File: config.mk
export PLATFORM = sky130hd
export DESIGN_NAME = reset_sequencer
export DESIGN_NICKNAME = d
export VERILOG_FILES = /design/src/rtl/rst_seq_pkg.sv /design/src/rtl/reset_sequencer_lock_filter.sv /design/src/rtl/reset_sequencer.sv
export SDC_FILE = /design/constraint.sdc
export NUM_CORES = 1
export LEC_CHECK = 0
export CAP_MARGIN = 40
export CORE_MARGIN = 1.5
export CORE_UTILIZATION = 54
export DETAILED_ROUTE_END_ITERATION = 10
export PLACE_DENSITY = 0.76
export RECOVER_POWER = 50
export SYNTH_ARGS = -nofsm -noshare
export SYNTH_HDL_FRONTEND = slang
export SYNTH_SLANG_ARGS = --single-unit
File: constraint.sdc
create_clock -name CLOCK -period 2 [get_ports CLOCK]
set_input_delay 0.2 -clock CLOCK [delete_from_list [all_inputs] [get_ports CLOCK]]
set_output_delay 0.2 -clock CLOCK [all_outputs]
set_load 0.05 [all_outputs]
File: src/rtl/rst_seq_pkg.sv
// Shared state encoding, default parameter values and counter-width helper
// for the reset sequencer slice.
package rst_seq_pkg;

  typedef enum logic [2:0] {
    ST_WAIT_LOCK = 3'd0,
    ST_RELEASE   = 3'd1,
    ST_RUN       = 3'd2,
    ST_ASSERT    = 3'd3,
    ST_HOLD      = 3'd4,
    ST_ACK       = 3'd5
  } seq_state_e;

  localparam int DEF_NUM_STAGES  = 4;
  localparam int DEF_LOCK_CYCLES = 16;
  localparam int DEF_STAGE_GAP   = 8;
  localparam int DEF_HOLD_CYCLES = 4;

  // Bits needed to hold every value 0..n inclusive.
  function automatic int cnt_width(input int n);
    return $clog2(n + 1);
  endfunction

endpackage

File: src/rtl/reset_sequencer_lock_filter.sv
// Lock qualifier: counts consecutive LOCK=1 samples and flags the edge on
// which the LOCK_CYCLES-th consecutive high sample is taken.
module lock_filter
  import rst_seq_pkg::*;
#(
  parameter int LOCK_CYCLES = DEF_LOCK_CYCLES
) (
  input  logic CLOCK,
  input  logic RESET,
  input  logic LOCK,
  input  logic clear,
  output logic qualified
);

  localparam int CNT_W = cnt_width(LOCK_CYCLES);

  logic [CNT_W-1:0] cnt_q;
  logic [CNT_W-1:0] cnt_d;

  // Saturating run-length counter; any low sample or clear restarts the run.
  always_comb begin
    cnt_d = cnt_q;
    if (clear || !LOCK) begin
      cnt_d = '0;
    end else if (cnt_q < CNT_W'(LOCK_CYCLES)) begin
      cnt_d = cnt_q + CNT_W'(1);
    end else begin
      cnt_d = cnt_q;
    end
  end

  // Combinational so the sequencer can act on the very edge that completes the run.
  assign qualified = LOCK & ~clear & (cnt_q >= CNT_W'(LOCK_CYCLES - 1));

  // Counter register.
  always_ff @(posedge CLOCK or negedge RESET) begin
    if (!RESET) begin
      cnt_q <= '0;
    end else begin
      cnt_q <= cnt_d;
    end
  end

endmodule

File: src/rtl/reset_sequencer.sv
// Reset sequencer: qualifies lock, releases stage resets in order with a fixed
// gap, and runs the 4-phase software reset handshake with reverse-order assert.
module reset_sequencer
  import rst_seq_pkg::*;
#(
  parameter int NUM_STAGES  = DEF_NUM_STAGES,
  parameter int LOCK_CYCLES = DEF_LOCK_CYCLES,
  parameter int STAGE_GAP   = DEF_STAGE_GAP,
  parameter int HOLD_CYCLES = DEF_HOLD_CYCLES
) (
  input  logic                  CLOCK,
  input  logic                  RESET,
  input  logic                  LOCK,
  input  logic                  SW_REQ,
  output logic                  SW_ACK,
  output logic [NUM_STAGES-1:0] STAGE_RST_N,
  output logic                  READY
);

  localparam int GAP_W  = cnt_width(STAGE_GAP);
  localparam int IDX_W  = cnt_width(NUM_STAGES);
  localparam int HOLD_W = cnt_width(HOLD_CYCLES);
  localparam logic [NUM_STAGES-1:0] STAGE_ONE = NUM_STAGES'(1);

  seq_state_e            state_q, state_d;
  logic [NUM_STAGES-1:0] stage_q, stage_d;
  logic [IDX_W-1:0]      idx_q, idx_d;
  logic [GAP_W-1:0]      gap_q, gap_d;
  logic [HOLD_W-1:0]     hold_q, hold_d;
  logic                  ready_q, ready_d;
  logic                  ack_q, ack_d;
  logic                  lock_qual_s;

  lock_filter #(
    .LOCK_CYCLES(LOCK_CYCLES)
  ) u_lock_filter (
    .CLOCK    (CLOCK),
    .RESET    (RESET),
    .LOCK     (LOCK),
    .clear    (state_q != ST_WAIT_LOCK),
    .qualified(lock_qual_s)
  );

  // idx_q counts released stages; gap_q/hold_q time the spacing between edges.
  always_comb begin
    state_d = state_q;
    stage_d = stage_q;
    idx_d   = idx_q;
    gap_d   = gap_q;
    hold_d  = hold_q;
    ready_d = ready_q;
    ack_d   = ack_q;
    if ((state_q != ST_WAIT_LOCK) && !LOCK) begin
      state_d = ST_WAIT_LOCK;
      stage_d = '0;
      idx_d   = '0;
      gap_d   = '0;
      hold_d  = '0;
      ready_d = 1'b0;
      ack_d   = 1'b0;
    end else begin
      case (state_q)
        ST_WAIT_LOCK: begin
          if (lock_qual_s) begin
            stage_d = STAGE_ONE;
            idx_d   = IDX_W'(1);
            gap_d   = '0;
            state_d = ST_RELEASE;
          end else begin
            stage_d = '0;
            ready_d = 1'b0;
            ack_d   = 1'b0;
          end
        end
        ST_RELEASE: begin
          if (idx_q == IDX_W'(NUM_STAGES)) begin
            ready_d = 1'b1;
            state_d = ST_RUN;
          end else if (gap_q == GAP_W'(STAGE_GAP - 1)) begin
            stage_d = stage_q | (STAGE_ONE << idx_q);
            idx_d   = idx_q + IDX_W'(1);
            gap_d   = '0;
          end else begin
            gap_d   = gap_q + GAP_W'(1);
          end
        end
        ST_RUN: begin
          if (SW_REQ) begin
            ready_d                 = 1'b0;
            stage_d[NUM_STAGES-1]   = 1'b0;
            idx_d                   = IDX_W'(NUM_STAGES - 1);
            gap_d                   = '0;
            hold_d                  = '0;
            state_d = (NUM_STAGES == 1) ? ST_HOLD : ST_ASSERT;
          end else begin
            ready_d = 1'b1;
          end
        end
        ST_ASSERT: begin
          if (gap_q == GAP_W'(STAGE_GAP - 1)) begin
            stage_d = stage_q & ~(STAGE_ONE << (idx_q - IDX_W'(1)));
            idx_d   = idx_q - IDX_W'(1);
            gap_d   = '0;
            hold_d  = '0;
            state_d = (idx_q == IDX_W'(1)) ? ST_HOLD : ST_ASSERT;
          end else begin
            gap_d   = gap_q + GAP_W'(1);
          end
        end
        ST_HOLD: begin
          if (hold_q == HOLD_W'(HOLD_CYCLES - 1)) begin
            ack_d   = 1'b1;
            state_d = ST_ACK;
          end else begin
            hold_d  = hold_q + HOLD_W'(1);
          end
        end
        ST_ACK: begin
          if (!SW_REQ) begin
            ack_d   = 1'b0;
            hold_d  = '0;
            state_d = ST_WAIT_LOCK;
          end else begin
            ack_d   = 1'b1;
          end
        end
        default: begin
          state_d = ST_WAIT_LOCK;
          stage_d = '0;
          idx_d   = '0;
          gap_d   = '0;
          hold_d  = '0;
          ready_d = 1'b0;
          ack_d   = 1'b0;
        end
      endcase
    end
  end

  // Sequencer state and registered outputs.
  always_ff @(posedge CLOCK or negedge RESET) begin
    if (!RESET) begin
      state_q <= ST_WAIT_LOCK;
      stage_q <= '0;
      idx_q   <= '0;
      gap_q   <= '0;
      hold_q  <= '0;
      ready_q <= 1'b0;
      ack_q   <= 1'b0;
    end else begin
      state_q <= state_d;
      stage_q <= stage_d;
      idx_q   <= idx_d;
      gap_q   <= gap_d;
      hold_q  <= hold_d;
      ready_q <= ready_d;
      ack_q   <= ack_d;
    end
  end

  assign STAGE_RST_N = stage_q;
  assign READY       = ready_q;
  assign SW_ACK      = ack_q;

endmodule

==> results.sh <==
export IMPL_routedWlPerCell_um=16.44
export IMPL_fin_ws_ns=-0.03688
export IMPL_viasPerCell=5.903
export IMPL_worstPathCellList="ha_2 -> and3_4 -> ha_4 -> o21a_1 -> a2111o_1 -> o2111ai_2 -> mux2_4"
export IMPL_final_nets=241
export IMPL_cp_end_kind="flip-flop"
export IMPL_rsz0062_at_grt="true"
export IMPL_avgSynthCellArea_sq_um=9.778
export IMPL_drv_cap=0
export IMPL_hold_buffers=0
export IMPL_slowest_delay_ns=0.41
export IMPL_hold_depth=1
export IMPL_num_rows=20
export IMPL_drc_errors=0
export IMPL_cp_data_required_time_ns=2.23
export IMPL_violations="negative setup slack"
export IMPL_core_sq_um=3103
export IMPL_area_delta_synth_final_pct=25.31
export IMPL_num_vias=1588
export IMPL_grt_pass1_wl_um=7583
export IMPL_seq_area_frac_synth=0.3338
export IMPL_period_minus_slack_ns=2.037
export IMPL_grt_pass1_vias=1623
export IMPL_hpwl_um=3376
export IMPL_r2r_cells=7
export IMPL_syn_cell_area_sq_um=1799
export IMPL_worstPathArrival_ns=2.27
export IMPL_fmax_ghz=0.4909
export IMPL_drive_gt1_frac=0.2844
export IMPL_cp_max_fo=2
export IMPL_firstDrtPassIters=5
export IMPL_gr_total_overflow=0
export IMPL_status="complete, but fails checks"
export IMPL_drv_slew=0
export IMPL_clk_pin_slew_worst_paths_ns=0.14
export IMPL_drtIter0Drc=65
export IMPL_finalClockSkew_ns=0.0007389
export IMPL_cts_buffers=3
export IMPL_antenna_found_initial=0
export IMPL_finalSetupViolations=3
export IMPL_synthArstFlopShare=1.000
export IMPL_insertedDiodeCount=0
export IMPL_startpoint_type="flip-flop"
export IMPL_grt_start_max_net_pins=25
export IMPL_chipHeight_um=60.72
export IMPL_yosys_warnings=0
export IMPL_instances_no_fill=269
export IMPL_cts_sinks=24
export IMPL_hold_class="flip-flop to flip-flop"
export IMPL_crit_type="flip-flop to flip-flop"
export IMPL_hold_slack_ns=0.5036
export IMPL_synth_flop_cell="dfrtp_1"
export IMPL_routed_wirelength_um=4423
export IMPL_cp_num_buf_inv=0
export IMPL_die_w_um=60.72
export IMPL_ant_nets=0
export IMPL_cts_buffer_depth=2
export IMPL_yosysUniqueCellTypes=70
export IMPL_r2r_start="u_lock_filter.cnt_q[1]"
export IMPL_initial_core_util=0.5798
export IMPL_grt_usage=0.2729
export IMPL_crit_path_top_delay_cell="dfrtp_1"
export IMPL_max_slew_worst_pin_slew_ns=1.308
export IMPL_ir_drop_v=0.0008343
export IMPL_synth_seq_cells=24
export IMPL_ios=10
export IMPL_rrSetupSlack_ns=-0.04
export IMPL_root_buffer="clkbuf_4"
export IMPL_cts_tree="done"
export IMPL_synth_edf_count=0
export IMPL_worst_slew_margin_rel=0.1280
export IMPL_final_hold_viol_count=0
export IMPL_cp_top_family="compound AO/OA/AOI/OAI gates"
export IMPL_synth_cells=184
export IMPL_r2r_end="state_q[0]"
export IMPL_hp_start="STAGE_RST_N[1]"
export IMPL_fin_util=0.7266
export IMPL_clock_latency_ns=0.33
export IMPL_power_density_nw_per_um2=1288
export IMPL_min_to="STAGE_RST_N[1]"
export IMPL_fin_crit_sh=1.018
export IMPL_place_inst=261
export IMPL_syn_nets=199
export IMPL_dieArea_sq_um=3687
export IMPL_p_leak_nw=1.047
export IMPL_io_buffers=9
export IMPL_h_tree_depth=1
export IMPL_gp_congestion=0.9420
[routing by layer]
metal | up-vias | GRT usage | wire (um)
met1 | 759 | 0.3426 | 1896
met3 | 6 | 0.03412 | 197
met5 | - | 0 | 0
met4 | 0 | 0.09938 | 57
met2 | 47 | 0.4793 | 2270
li1 | 776 | - | -
[sequential cells by signal (all words and copies together), names as in the netlist]
| register | count |
|---|---|
| u_lock_filter.cnt_q | 5 |
| SW_ACK | 1 |
| READY | 1 |
| state_q | 3 |
| idx_q | 3 |
| gap_q | 4 |
| STAGE_RST_N | 4 |
| hold_q | 3 |
[area by class of cell]
class	count	area, sq um
clock buffers	4	36.28
fillers	250	848.3
inverters	9	33.78
multi-input cells	140	1146
flip-flops and latches	24	600.6
well taps	44	55.05
repair buffers	48	382.9
[report_power, final]
group / leakage (nW) / switching [mW] / internal (mW) / total [mW]
registers: 0.326 / 0.0987 / 0.590 / 0.689
logic: 0.700 / 1.00 / 0.946 / 1.95
clock network: 0.0210 / 0.157 / 0.112 / 0.269
total: 1.05 / 1.26 / 1.65 / 2.90
[kinds of logic (layout without fill, tap and decap cells)]
family,count (synthesis),after routing,share of synthesized area
AO/OA/AOI/OAI,50,50,0.2253
XOR/XNOR,4,4,0.01948
adder cells (fa/ha/maj),12,12,0.08206
buffers and inverters,20,61,0.05702
flip-flops,24,24,0.3338
multiplexers,6,6,0.03894
AND/OR/NAND/NOR,68,68,0.2434
[how the worst max path moves through the flow]
stage	start	end	slack, ns	cells past startpoint
6_report	u_lock_filter.cnt_q[1]	state_q[0]	-0.04	7
5_1_grt	u_lock_filter.cnt_q[1]	state_q[0]	-0.11	7
4_1_cts	u_lock_filter.cnt_q[1]	idx_q[1]	-0.08	8
3_5_place_dp	u_lock_filter.cnt_q[0]	idx_q[1]	-0.20	7
3_3_place_gp	u_lock_filter.cnt_q[0]	idx_q[1]	-0.1	7
2_1_floorplan	u_lock_filter.cnt_q[0]	state_q[0]	-0.03	7
[cell usage in the layout, fill, tap and decap left out, drive strengths merged, types with 5 or more instances in the layout]
master | synthesis | layout
clkdlybuf4s50 | 0 | 8
clkbuf | 2 | 5
nand3 | 5 | 5
nor2 | 14 | 14
mux2 | 5 | 5
inv | 9 | 9
o21ai | 9 | 9
nand2b | 5 | 5
dfrtp | 24 | 24
or3 | 6 | 6
buf | 9 | 38
nand2 | 10 | 10
a21oi | 9 | 9
ha | 11 | 11
[cell usage after synthesis (3+ instances only)]
| cell | count | area share |
|---|---|---|
| nor2_1 | 13 | 0.027 |
| nand3_1 | 5 | 0.014 |
| or3_1 | 6 | 0.021 |
| o21ai_0 | 9 | 0.025 |
| dfrtp_1 | 24 | 0.33 |
| inv_1 | 9 | 0.019 |
| xnor2_1 | 3 | 0.015 |
| nand2b_1 | 4 | 0.014 |
| buf_2 | 4 | 0.011 |
| ha_1 | 11 | 0.076 |
| a21oi_1 | 9 | 0.025 |
| nand2_1 | 10 | 0.021 |
[timing repair]
item / CTS / global route
pin swaps: 8 / 4
gates resized for setup: 4 / 8
setup buffers: 3 / 1
endpoints found under the setup margin: 11 / 12
[worst reg2reg max path, cell delays in order, from the launching register on]
cell and delay, ns:
dfrtp_1 0.41, ha_2 0.18, and3_4 0.18, ha_4 0.15, o21a_1 0.21, a2111o_1 0.34, o2111ai_2 0.13, mux2_4 0.33
[per-stage QoR]
| stage | instance area, sq um | TNS [ns] | setup slack [ns] | total power, mW |
|---|---|---|---|---|
| after floorplan | 1805 | -0.02922 | -0.02922 | 1.929 |
| after global placement | 2145 | -0.6079 | -0.09935 | 2.391 |
| after detailed placement | 2145 | -1.466 | -0.1995 | 2.461 |
| after CTS | 2225 | -0.1739 | -0.08342 | 2.806 |
| after global routing | 2255 | -0.4244 | -0.1057 | 3.113 |
| final | 2255 | -0.09974 | -0.03688 | 2.904 |
Power figures use the tool's default switching activity.
